## src/rtl/rv_ctl_mc2.sv

```systemverilog
// ============================================================================
// Module   : rv_ctl_mc2
// Brief    : Multicycle RISC-V control FSM with memory handshake/fixed latency,
//            illegal-instruction/timeout trap and retired-instruction counter.
// Revision : 1.0
// ============================================================================
`default_nettype none

module rv_ctl_mc2 #(
  parameter bit MEM_HANDSHAKE = 1'b1,
  parameter int MEM_LAT       = 1,
  parameter int TIMEOUT       = 255,
  parameter int CNT_W         = 32
) (
  input  logic             clk,
  input  logic             rst,
  input  logic [31:0]      instr,
  input  logic             zero,
  input  logic             lt,
  input  logic             ltu,
  input  logic             mem_ready,
  output logic             memreq,
  output logic             memrw,
  output logic [1:0]       pcsource,
  output logic             pcwrite,
  output logic             pccen,
  output logic             irwrite,
  output logic [1:0]       wbsel,
  output logic             regwen,
  output logic [2:0]       immsel,
  output logic [1:0]       asel,
  output logic             bsel,
  output logic [3:0]       alusel,
  output logic             mdrwrite,
  output logic             trap,
  output logic [CNT_W-1:0] instret
);

  localparam logic [3:0] S_FETCH     = 4'd0;
  localparam logic [3:0] S_DECODE    = 4'd1;
  localparam logic [3:0] S_MEM_ADDR  = 4'd2;
  localparam logic [3:0] S_LW_MEM    = 4'd3;
  localparam logic [3:0] S_LW_WB     = 4'd4;
  localparam logic [3:0] S_SW_MEM    = 4'd5;
  localparam logic [3:0] S_R_ALU     = 4'd6;
  localparam logic [3:0] S_I_ALU     = 4'd7;
  localparam logic [3:0] S_ALU_WB    = 4'd8;
  localparam logic [3:0] S_BR_EXEC   = 4'd9;
  localparam logic [3:0] S_JAL_EXEC  = 4'd10;
  localparam logic [3:0] S_JALR_EXEC = 4'd11;
  localparam logic [3:0] S_LUI_WB    = 4'd12;
  localparam logic [3:0] S_TRAP      = 4'd13;

  // The wait counter only ever needs to reach the timeout (handshake) or the last latency cycle (fixed).
  localparam int c_WMAX   = MEM_HANDSHAKE ? TIMEOUT : MEM_LAT - 1;
  localparam int c_WCNT_W = $clog2(c_WMAX + 2);
  localparam logic [c_WCNT_W-1:0] c_WMAX_V   = c_WCNT_W'(c_WMAX);
  localparam logic [c_WCNT_W-1:0] c_LAT_LAST = c_WCNT_W'(MEM_LAT - 1);

  logic [3:0]          r_state;
  logic [3:0]          w_next;
  logic [c_WCNT_W-1:0] r_wcnt;
  logic [CNT_W-1:0]    r_instret;
  logic                w_mem_done;
  logic                w_timeout;
  logic                w_retire;

  wire [6:0] w_opcode = instr[6:0];
  wire [2:0] w_f3     = instr[14:12];
  wire       w_unused_bits = &{1'b0, instr[31], instr[29:15], instr[11:7], mem_ready};

  wire w_is_lw   = (w_opcode == 7'b0000011) && (w_f3 == 3'b010);
  wire w_is_sw   = (w_opcode == 7'b0100011) && (w_f3 == 3'b010);
  wire w_is_r    = (w_opcode == 7'b0110011);
  wire w_is_i    = (w_opcode == 7'b0010011);
  wire w_is_br   = (w_opcode == 7'b1100011) && (w_f3 != 3'b010) && (w_f3 != 3'b011);
  wire w_is_jal  = (w_opcode == 7'b1101111);
  wire w_is_jalr = (w_opcode == 7'b1100111) && (w_f3 == 3'b000);
  wire w_is_lui  = (w_opcode == 7'b0110111);

  generate
    if (MEM_HANDSHAKE) begin : g_handshake
      assign w_mem_done = mem_ready;
      assign w_timeout  = (r_wcnt == c_WMAX_V) && !mem_ready;
    end else begin : g_fixed
      assign w_mem_done = (r_wcnt == c_LAT_LAST);
      assign w_timeout  = 1'b0;
    end
  endgenerate

  logic w_br_taken;
  always_comb begin
    w_br_taken = 1'b0;
    case (w_f3)
      3'b000:  w_br_taken = zero;
      3'b001:  w_br_taken = !zero;
      3'b100:  w_br_taken = lt;
      3'b101:  w_br_taken = !lt;
      3'b110:  w_br_taken = ltu;
      3'b111:  w_br_taken = !ltu;
      default: w_br_taken = 1'b0;
    endcase
  end

  // Only retiring states transition back into FETCH.
  assign w_retire = (w_next == S_FETCH) && (r_state != S_FETCH) && (r_state != S_TRAP);
  assign instret  = r_instret;

  always_ff @(posedge clk or posedge rst) begin
    if (rst) begin
      r_state   <= S_FETCH;
      r_wcnt    <= '0;
      r_instret <= '0;
    end else begin
      r_state <= w_next;
      if (w_next != r_state)
        r_wcnt <= '0;
      else if (r_wcnt != c_WMAX_V)
        r_wcnt <= r_wcnt + c_WCNT_W'(1);
      if (w_retire)
        r_instret <= r_instret + CNT_W'(1);
    end
  end

  always_comb begin
    w_next = r_state;
    case (r_state)
      S_FETCH: begin
        if (w_mem_done)     w_next = S_DECODE;
        else if (w_timeout) w_next = S_TRAP;
      end
      S_DECODE: begin
        if (w_is_lw || w_is_sw) w_next = S_MEM_ADDR;
        else if (w_is_r)        w_next = S_R_ALU;
        else if (w_is_i)        w_next = S_I_ALU;
        else if (w_is_br)       w_next = S_BR_EXEC;
        else if (w_is_jal)      w_next = S_JAL_EXEC;
        else if (w_is_jalr)     w_next = S_JALR_EXEC;
        else if (w_is_lui)      w_next = S_LUI_WB;
        else                    w_next = S_TRAP;
      end
      S_MEM_ADDR: w_next = w_is_lw ? S_LW_MEM : S_SW_MEM;
      S_LW_MEM: begin
        if (w_mem_done)     w_next = S_LW_WB;
        else if (w_timeout) w_next = S_TRAP;
      end
      S_SW_MEM: begin
        if (w_mem_done)     w_next = S_FETCH;
        else if (w_timeout) w_next = S_TRAP;
      end
      S_R_ALU, S_I_ALU: w_next = S_ALU_WB;
      S_LW_WB, S_ALU_WB, S_BR_EXEC, S_JAL_EXEC, S_JALR_EXEC, S_LUI_WB: w_next = S_FETCH;
      S_TRAP:  w_next = S_TRAP;
      default: w_next = S_FETCH;
    endcase
  end

  // Outputs are forced to their idle defaults while rst is held.
  always_comb begin
    memreq   = 1'b0;
    memrw    = 1'b0;
    pcsource = 2'd0;
    pcwrite  = 1'b0;
    pccen    = 1'b0;
    irwrite  = 1'b0;
    wbsel    = 2'd0;
    regwen   = 1'b0;
    immsel   = 3'd2;
    asel     = 2'd0;
    bsel     = 1'b0;
    alusel   = 4'b0000;
    mdrwrite = 1'b0;
    trap     = 1'b0;
    if (!rst) begin
      case (r_state)
        S_FETCH: begin
          memreq = 1'b1;
          pccen  = 1'b1;
          if (w_mem_done) begin
            irwrite = 1'b1;
            pcwrite = 1'b1;
          end
        end
        S_DECODE: begin
          immsel = 3'd2;
          asel   = 2'd1;
          bsel   = 1'b1;
        end
        S_MEM_ADDR: begin
          immsel = w_is_lw ? 3'd0 : 3'd1;
          bsel   = 1'b1;
        end
        S_LW_MEM: begin
          memreq   = 1'b1;
          mdrwrite = w_mem_done;
        end
        S_LW_WB: begin
          wbsel  = 2'd2;
          regwen = 1'b1;
        end
        S_SW_MEM: begin
          memreq = 1'b1;
          memrw  = 1'b1;
        end
        S_R_ALU: alusel = {w_f3, instr[30]};
        S_I_ALU: begin
          immsel = 3'd0;
          bsel   = 1'b1;
          alusel = {w_f3, (w_f3 == 3'b101) & instr[30]};
        end
        S_ALU_WB: begin
          wbsel  = 2'd1;
          regwen = 1'b1;
        end
        S_BR_EXEC: begin
          alusel   = 4'b0001;
          pcsource = 2'd1;
          pcwrite  = w_br_taken;
        end
        S_JAL_EXEC: begin
          immsel   = 3'd3;
          asel     = 2'd1;
          bsel     = 1'b1;
          pcsource = 2'd2;
          pcwrite  = 1'b1;
          regwen   = 1'b1;
        end
        S_JALR_EXEC: begin
          immsel   = 3'd0;
          bsel     = 1'b1;
          pcsource = 2'd2;
          pcwrite  = 1'b1;
          regwen   = 1'b1;
        end
        S_LUI_WB: begin
          immsel = 3'd4;
          wbsel  = 2'd3;
          regwen = 1'b1;
        end
        S_TRAP:  trap = 1'b1;
        default: ;
      endcase
    end
  end

endmodule

`default_nettype wire
```

## config.mk

```make
export PLATFORM = sky130hd
export DESIGN_NAME = rv_ctl_mc2
export DESIGN_NICKNAME = d
export VERILOG_FILES = /design/src/rtl/rv_ctl_mc2.sv
export SDC_FILE = /design/constraint.sdc
export NUM_CORES = 1
export LEC_CHECK = 0
export ABC_CLOCK_PERIOD_IN_PS = 6700
export BUFFER_PORTS_ARGS = -buffer_cell sky130_fd_sc_hd__buf_2
export CORE_MARGIN = 2
export CORE_UTILIZATION = 30
export CTS_CLUSTER_SIZE = 8
export DETAILED_ROUTE_END_ITERATION = 6
export GPL_TIMING_DRIVEN = 0
export SLEW_MARGIN = 20
export SYNTH_ARGS = -nofsm -noshare
export SYNTH_HDL_FRONTEND = slang
export SYNTH_SLANG_ARGS = --single-unit
```

## constraint.sdc

```tcl
create_clock -name clk -period 6.7 [get_ports clk]
set_input_delay 1.005 -clock clk [delete_from_list [all_inputs] [get_ports clk]]
set_output_delay 1.005 -clock clk [all_outputs]
set_load 0.05 [all_outputs]
```

; Yosys cells after proc, flatten, opt, wreduce, memory -nomap -nowiden
; Index checks and enable logic that the tools add are counted.
[op_classes]
n_eq_ne = 33
n_bitwise = 1
reduce_logical = 25
addsub = 2
n_mux = 46
[ops]
columns = operator, n
row1 = adder 32 x 1 -> 32 bit (second input constant), 1
row2 = 2-to-1 mux 4 bit, 8
row3 = case mux 4 bit (7 select lines), 1
row4 = == test 4 bit (second input constant), 6
row5 = 2-to-1 mux 1 bit, 22
row6 = == test 7 x 6 -> 1 bit (second input constant), 3
row7 = == test 7 bit (second input constant), 3
row8 = 2-to-1 mux 9 bit, 2
row9 = == test 4 x 3 -> 1 bit (second input constant), 4
row10 = 2-to-1 mux 3 bit, 5
row11 = == test 3 bit (second input constant), 4
row12 = case mux 3 bit (4 select lines), 1
row13 = case mux 4 bit (3 select lines), 1
row14 = OR reduction 5 bit, 2
row15 = adder 9 x 1 -> 9 bit (second input constant), 1
row16 = == test 9 x 8 -> 1 bit (second input constant), 1
row17 = != test 9 x 8 -> 1 bit (second input constant), 1
row18 = == test 4 x 2 -> 1 bit (second input constant), 2
row19 = logical AND 1 bit, 8
row20 = logical NOT 4 bit, 2
row21 = OR reduction 2 bit, 4
row22 = == test 7 x 2 -> 1 bit (second input constant), 1
row23 = == test 7 x 5 -> 1 bit (second input constant), 1
row24 = != test 3 x 2 -> 1 bit (second input constant), 2
row25 = 17 further kinds, 21
[totals]
in_bits = 38
ff_bits = 45
out_inout_bits = 54

; Logic depth before layout (Yosys ltp)
[logic_depth]
word_depth = 12
depth_mapped = 13
ltp_nobuf = 10

; Worst setup path after synthesis
; No wires, ideal clock.
[synth_path]
path_kind = input to output
from = in instr[3]
to = out immsel[0]
arrival_time_ps = 3878
n_path_buf = 0
stages = 4
required_ps = 5695
setup_slack_ps = 1817
path_cell_list = and4bb_2 -> nand2_1 -> nor3b_1 -> a2111oi_0
[synth_via]
elab_chain_len = 5
[synth_lines]
columns = element, line
row1 = from (decl), 17  ; input logic [31:0] instr,
row2 = == test 7 x 2 -> 1 bit, 72  ; wire w_is_lw = (w_opcode == 7'b0000011) && (w_f3 == 3'b010);
row3 = logical AND 1 bit, 72
row4 = 2-to-1 mux 1 bit, 190  ; immsel = w_is_lw ? 3'd0 : 3'd1;
row5 = case mux 3 bit (4 select lines), 175  ; case (r_state)
row6 = 2-to-1 mux 3 bit, 174  ; if (!rst) begin
row7 = to (decl), 30  ; output logic [2:0] immsel,
; No other way between the ends.

; Final worst setup path
[layout_path]
from = in rst
to = out alusel[0]
[layout_via]
elab_chain_len = 1
[layout_lines]
columns = element, line
row1 = from (decl), 16  ; input logic rst,
row2 = 2-to-1 mux 4 bit, 174
row3 = to (decl), 33  ; output logic [3:0] alusel,
; No other way between the ends.

==> summary.md <==
| Metric | Value |
|---|---|
| WL/cell | `13.84 um` |
| CTS tree | `built` |
| Post-CTS resize count | `0` |
| Worst VDD drop | `0.1317 mV` |
| Hold_buf cts | `0` |
| Vias | `2,653` |
| Slew @ Worst Pin | `0.8301 ns` |
| Worst EP required | `5.69 ns` |
| Die W | `104.1 um` |
| Pin count of the biggest net entering global routing | `30` |
| Worst skew pair latency | `0.30 ns` |
| Final slew viol count | `0` |
| Final hold viol count | `0` |
| Pre-antenna DRT Iters | `4` |
| Crit path largest cell delay | `0.41 ns` |
| Share of cells above drive strength 1 | `28.29%` |
| Unrepaired setup endpoints after global routing | `no` |
| Clk buf depth | `2` |
| Die area | `10,840 um2` |
| Final period util | `54.38%` |
| Nets | `443` |
| Clock skew | `0.008309 ns` |
| Pleak | `1.718 nW` |
| Pre-CTS WS | `3.033 ns` |
| Normalized max-slew margin | `44.15%` |
| CTS H-tree lvls | `2` |
| # setup viols final | `0` |
| CP Launch Type | `primary input` |
| Worst Path Max Fanout | `20` |
| #FFs+latches synth | `45` |
| Synth cell types | `55` |
| Num rows | `36` |
| Vias in the first global route | `2,497` |
| Yosys warns | `0` |
| Cell area after synthesis | `3008 um2` |
| ANT cells | `0` |
| Total track usage | `13.49%` |
| Worst setup margin | `3.056 ns` |
| Commonest non-fill, non-tap cell in the layout | `buf_2` |
| Critical path arrival | `2.64 ns` |
| Final setup TNS | `0 ns` |
| DP Wirelength | `5.585 mm` |
| Initial Util | `30.77%` |
| Most frequent cells in the layout | `74 x buf_2, 45 x dfrtp_1, 34 x nor3_1` |
| Fillers | `998` |
| Vias per inst | `4.950` |
| FFs w/ async S/R, synth | `100.0%` |
| Setup Crit Path Kind | `in -> out` |
| Routability Congestion | `0.8126` |
| Clock slew at reported path FFs | `0.08 ns` |
| Period minus WS final | `3.644 ns` |
| DRT antenna net count | `0` |
| Root buf cell | `clkbuf_8` |
| Slowest cell on crit path | `nor3b_1` |
| Sequential area share after synthesis | `37.44%` |
| Post-synth top flop | `dfrtp_1` |
| First-pass GRT wire length | `12.22 mm` |
| Area delta synth->final | `19.93%` |
| IO Pins | `92` |
| Net Count, Synth | `369` |
| DRT iter0 DRCs | `159` |
| Total wire length | `7.418 mm` |
| Hold WS | `0.4867 ns` |
| Max Cap Viol | `0` |
| Core area | `9774 um2` |
| Max Clk Rate | `0.2745 GHz` |
| CP endpoint kind | `output pin` |
| PD cells | `310.9 nW/um2` |
| CP Cell Sequence | `clkbuf_1 -> inv_2 -> nand2_1 -> nor3b_1 -> a31o_2 -> buf_2` |
| Grt ovf | `0` |
| DRC | `0` |
| Mapped Avg Cell Area | `9.170 um2` |
| CTS Buf Count | `5` |
| I/O Buffers | `66` |
| Die Y | `104.1 um` |
| Num Clock Sinks | `45` |
| Post-CTS setup buffers | `0` |
| HP Class | `reg -> reg` |
| Antenna violations before repair | `0` |
| EDFF count, synth | `0` |
| Status | `complete, no violations` |
| Mapped Cells | `328` |
power breakdown:
group          switching (mW)  internal [mW]
Sequential             0.0338          0.301
Combinational           0.444          0.182
Clock                  0.0885         0.0724
Total                   0.566          0.555
area by class of cell:
cell class / instances / area [um2] / share of cell area (%)
buffer: 21 / 115.1 / 3.191
clock buffer: 6 / 72.57 / 2.012
clock inverter: 2 / 10.01 / 0.2775
inverter: 14 / 52.55 / 1.457
multi-input combinational: 248 / 1714 / 47.52
sequential: 45 / 1126 / 31.22
tap: 133 / 166.4 / 4.613
timing repair buffer: 67 / 350.3 / 9.712
through the flow:
stage | utilization (%) | instances | total power [mW] | cell area, um2
after floorplan | - | 328 | 0.8162 | 3008
after global placement | 35.86 | 527 | 0.9567 | 3505
after detailed placement | 36.06 | 528 | 0.9657 | 3525
after CTS | 36.90 | 536 | 1.131 | 3607
after global routing | 36.90 | 536 | 1.194 | 3607
final | 36.90 | 536 | 1.121 | 3607
path summary, 6_finish.rpt:
path	from	to	slack, ns	depth (start not counted)
min reg2reg	instret[7]	instret[7]	0.49	1
min	instret[7]	instret[7]	0.49	1
min in group asynchronous	rst	r_state[3]	0.81	2
max reg2reg	r_wcnt[0]	instret[3]	3.43	13
max in group asynchronous	rst	r_wcnt[0]	5.39	3
max	rst	alusel[0]	3.06	6
cell usage after synthesis, drive strengths merged, types with 5 or more instances:
master	instances	area share, %
nor2b	7	1.5
or2	7	1.5
xnor2	13	3.8
o21ai	7	1.2
xor2	29	8.4
nor4	12	4.6
a21oi	5	0.83
buf	15	3.1
nand2	18	2.2
clkbuf	6	0.75
nor2	18	2.2
nand3	15	2.5
inv	14	1.7
and3	7	1.5
dfrtp	45	37
and2	7	1.5
nor3	34	5.7
nand4	12	2.5
nor4b	5	2.8
nand2b	6	1.2
logic make-up after synthesis:
group           Yosys count  share of synthesized area (%)
xor+xnor                 42                          12.23
simple gates            162                          33.36
other cells               1                         0.1247
buf+inv                  35                          5.574
mux                       3                          1.040
compound gates           37                          8.986
fa+ha+maj                 3                          1.248
flops                    45                          37.44
flip-flops by register name (all words and copies together) (netlist names):
| signal | flops |
|---|---|
| instret | 32 |
| r_state | 4 |
| r_wcnt | 9 |
per-layer routing:
| metal | global-route usage (%) | vias up | wire, um |
|---|---|---|---|
| met1 | 18.74 | 1249 | 3523 |
| met5 | 0 | - | 0 |
| met3 | 3.383 | 9 | 435 |
| met2 | 20.77 | 77 | 3360 |
| met4 | 3.958 | 0 | 98 |
| li1 | - | 1318 | - |
critical path, delay by kind of cell:
| family | cells | cell delay (ns) |
|---|---|---|
| buf+inv | 3 | 0.78 |
| simple gates | 2 | 0.61 |
| compound gates | 1 | 0.23 |
No activity file was read; power rests on OpenSTA's default activity.
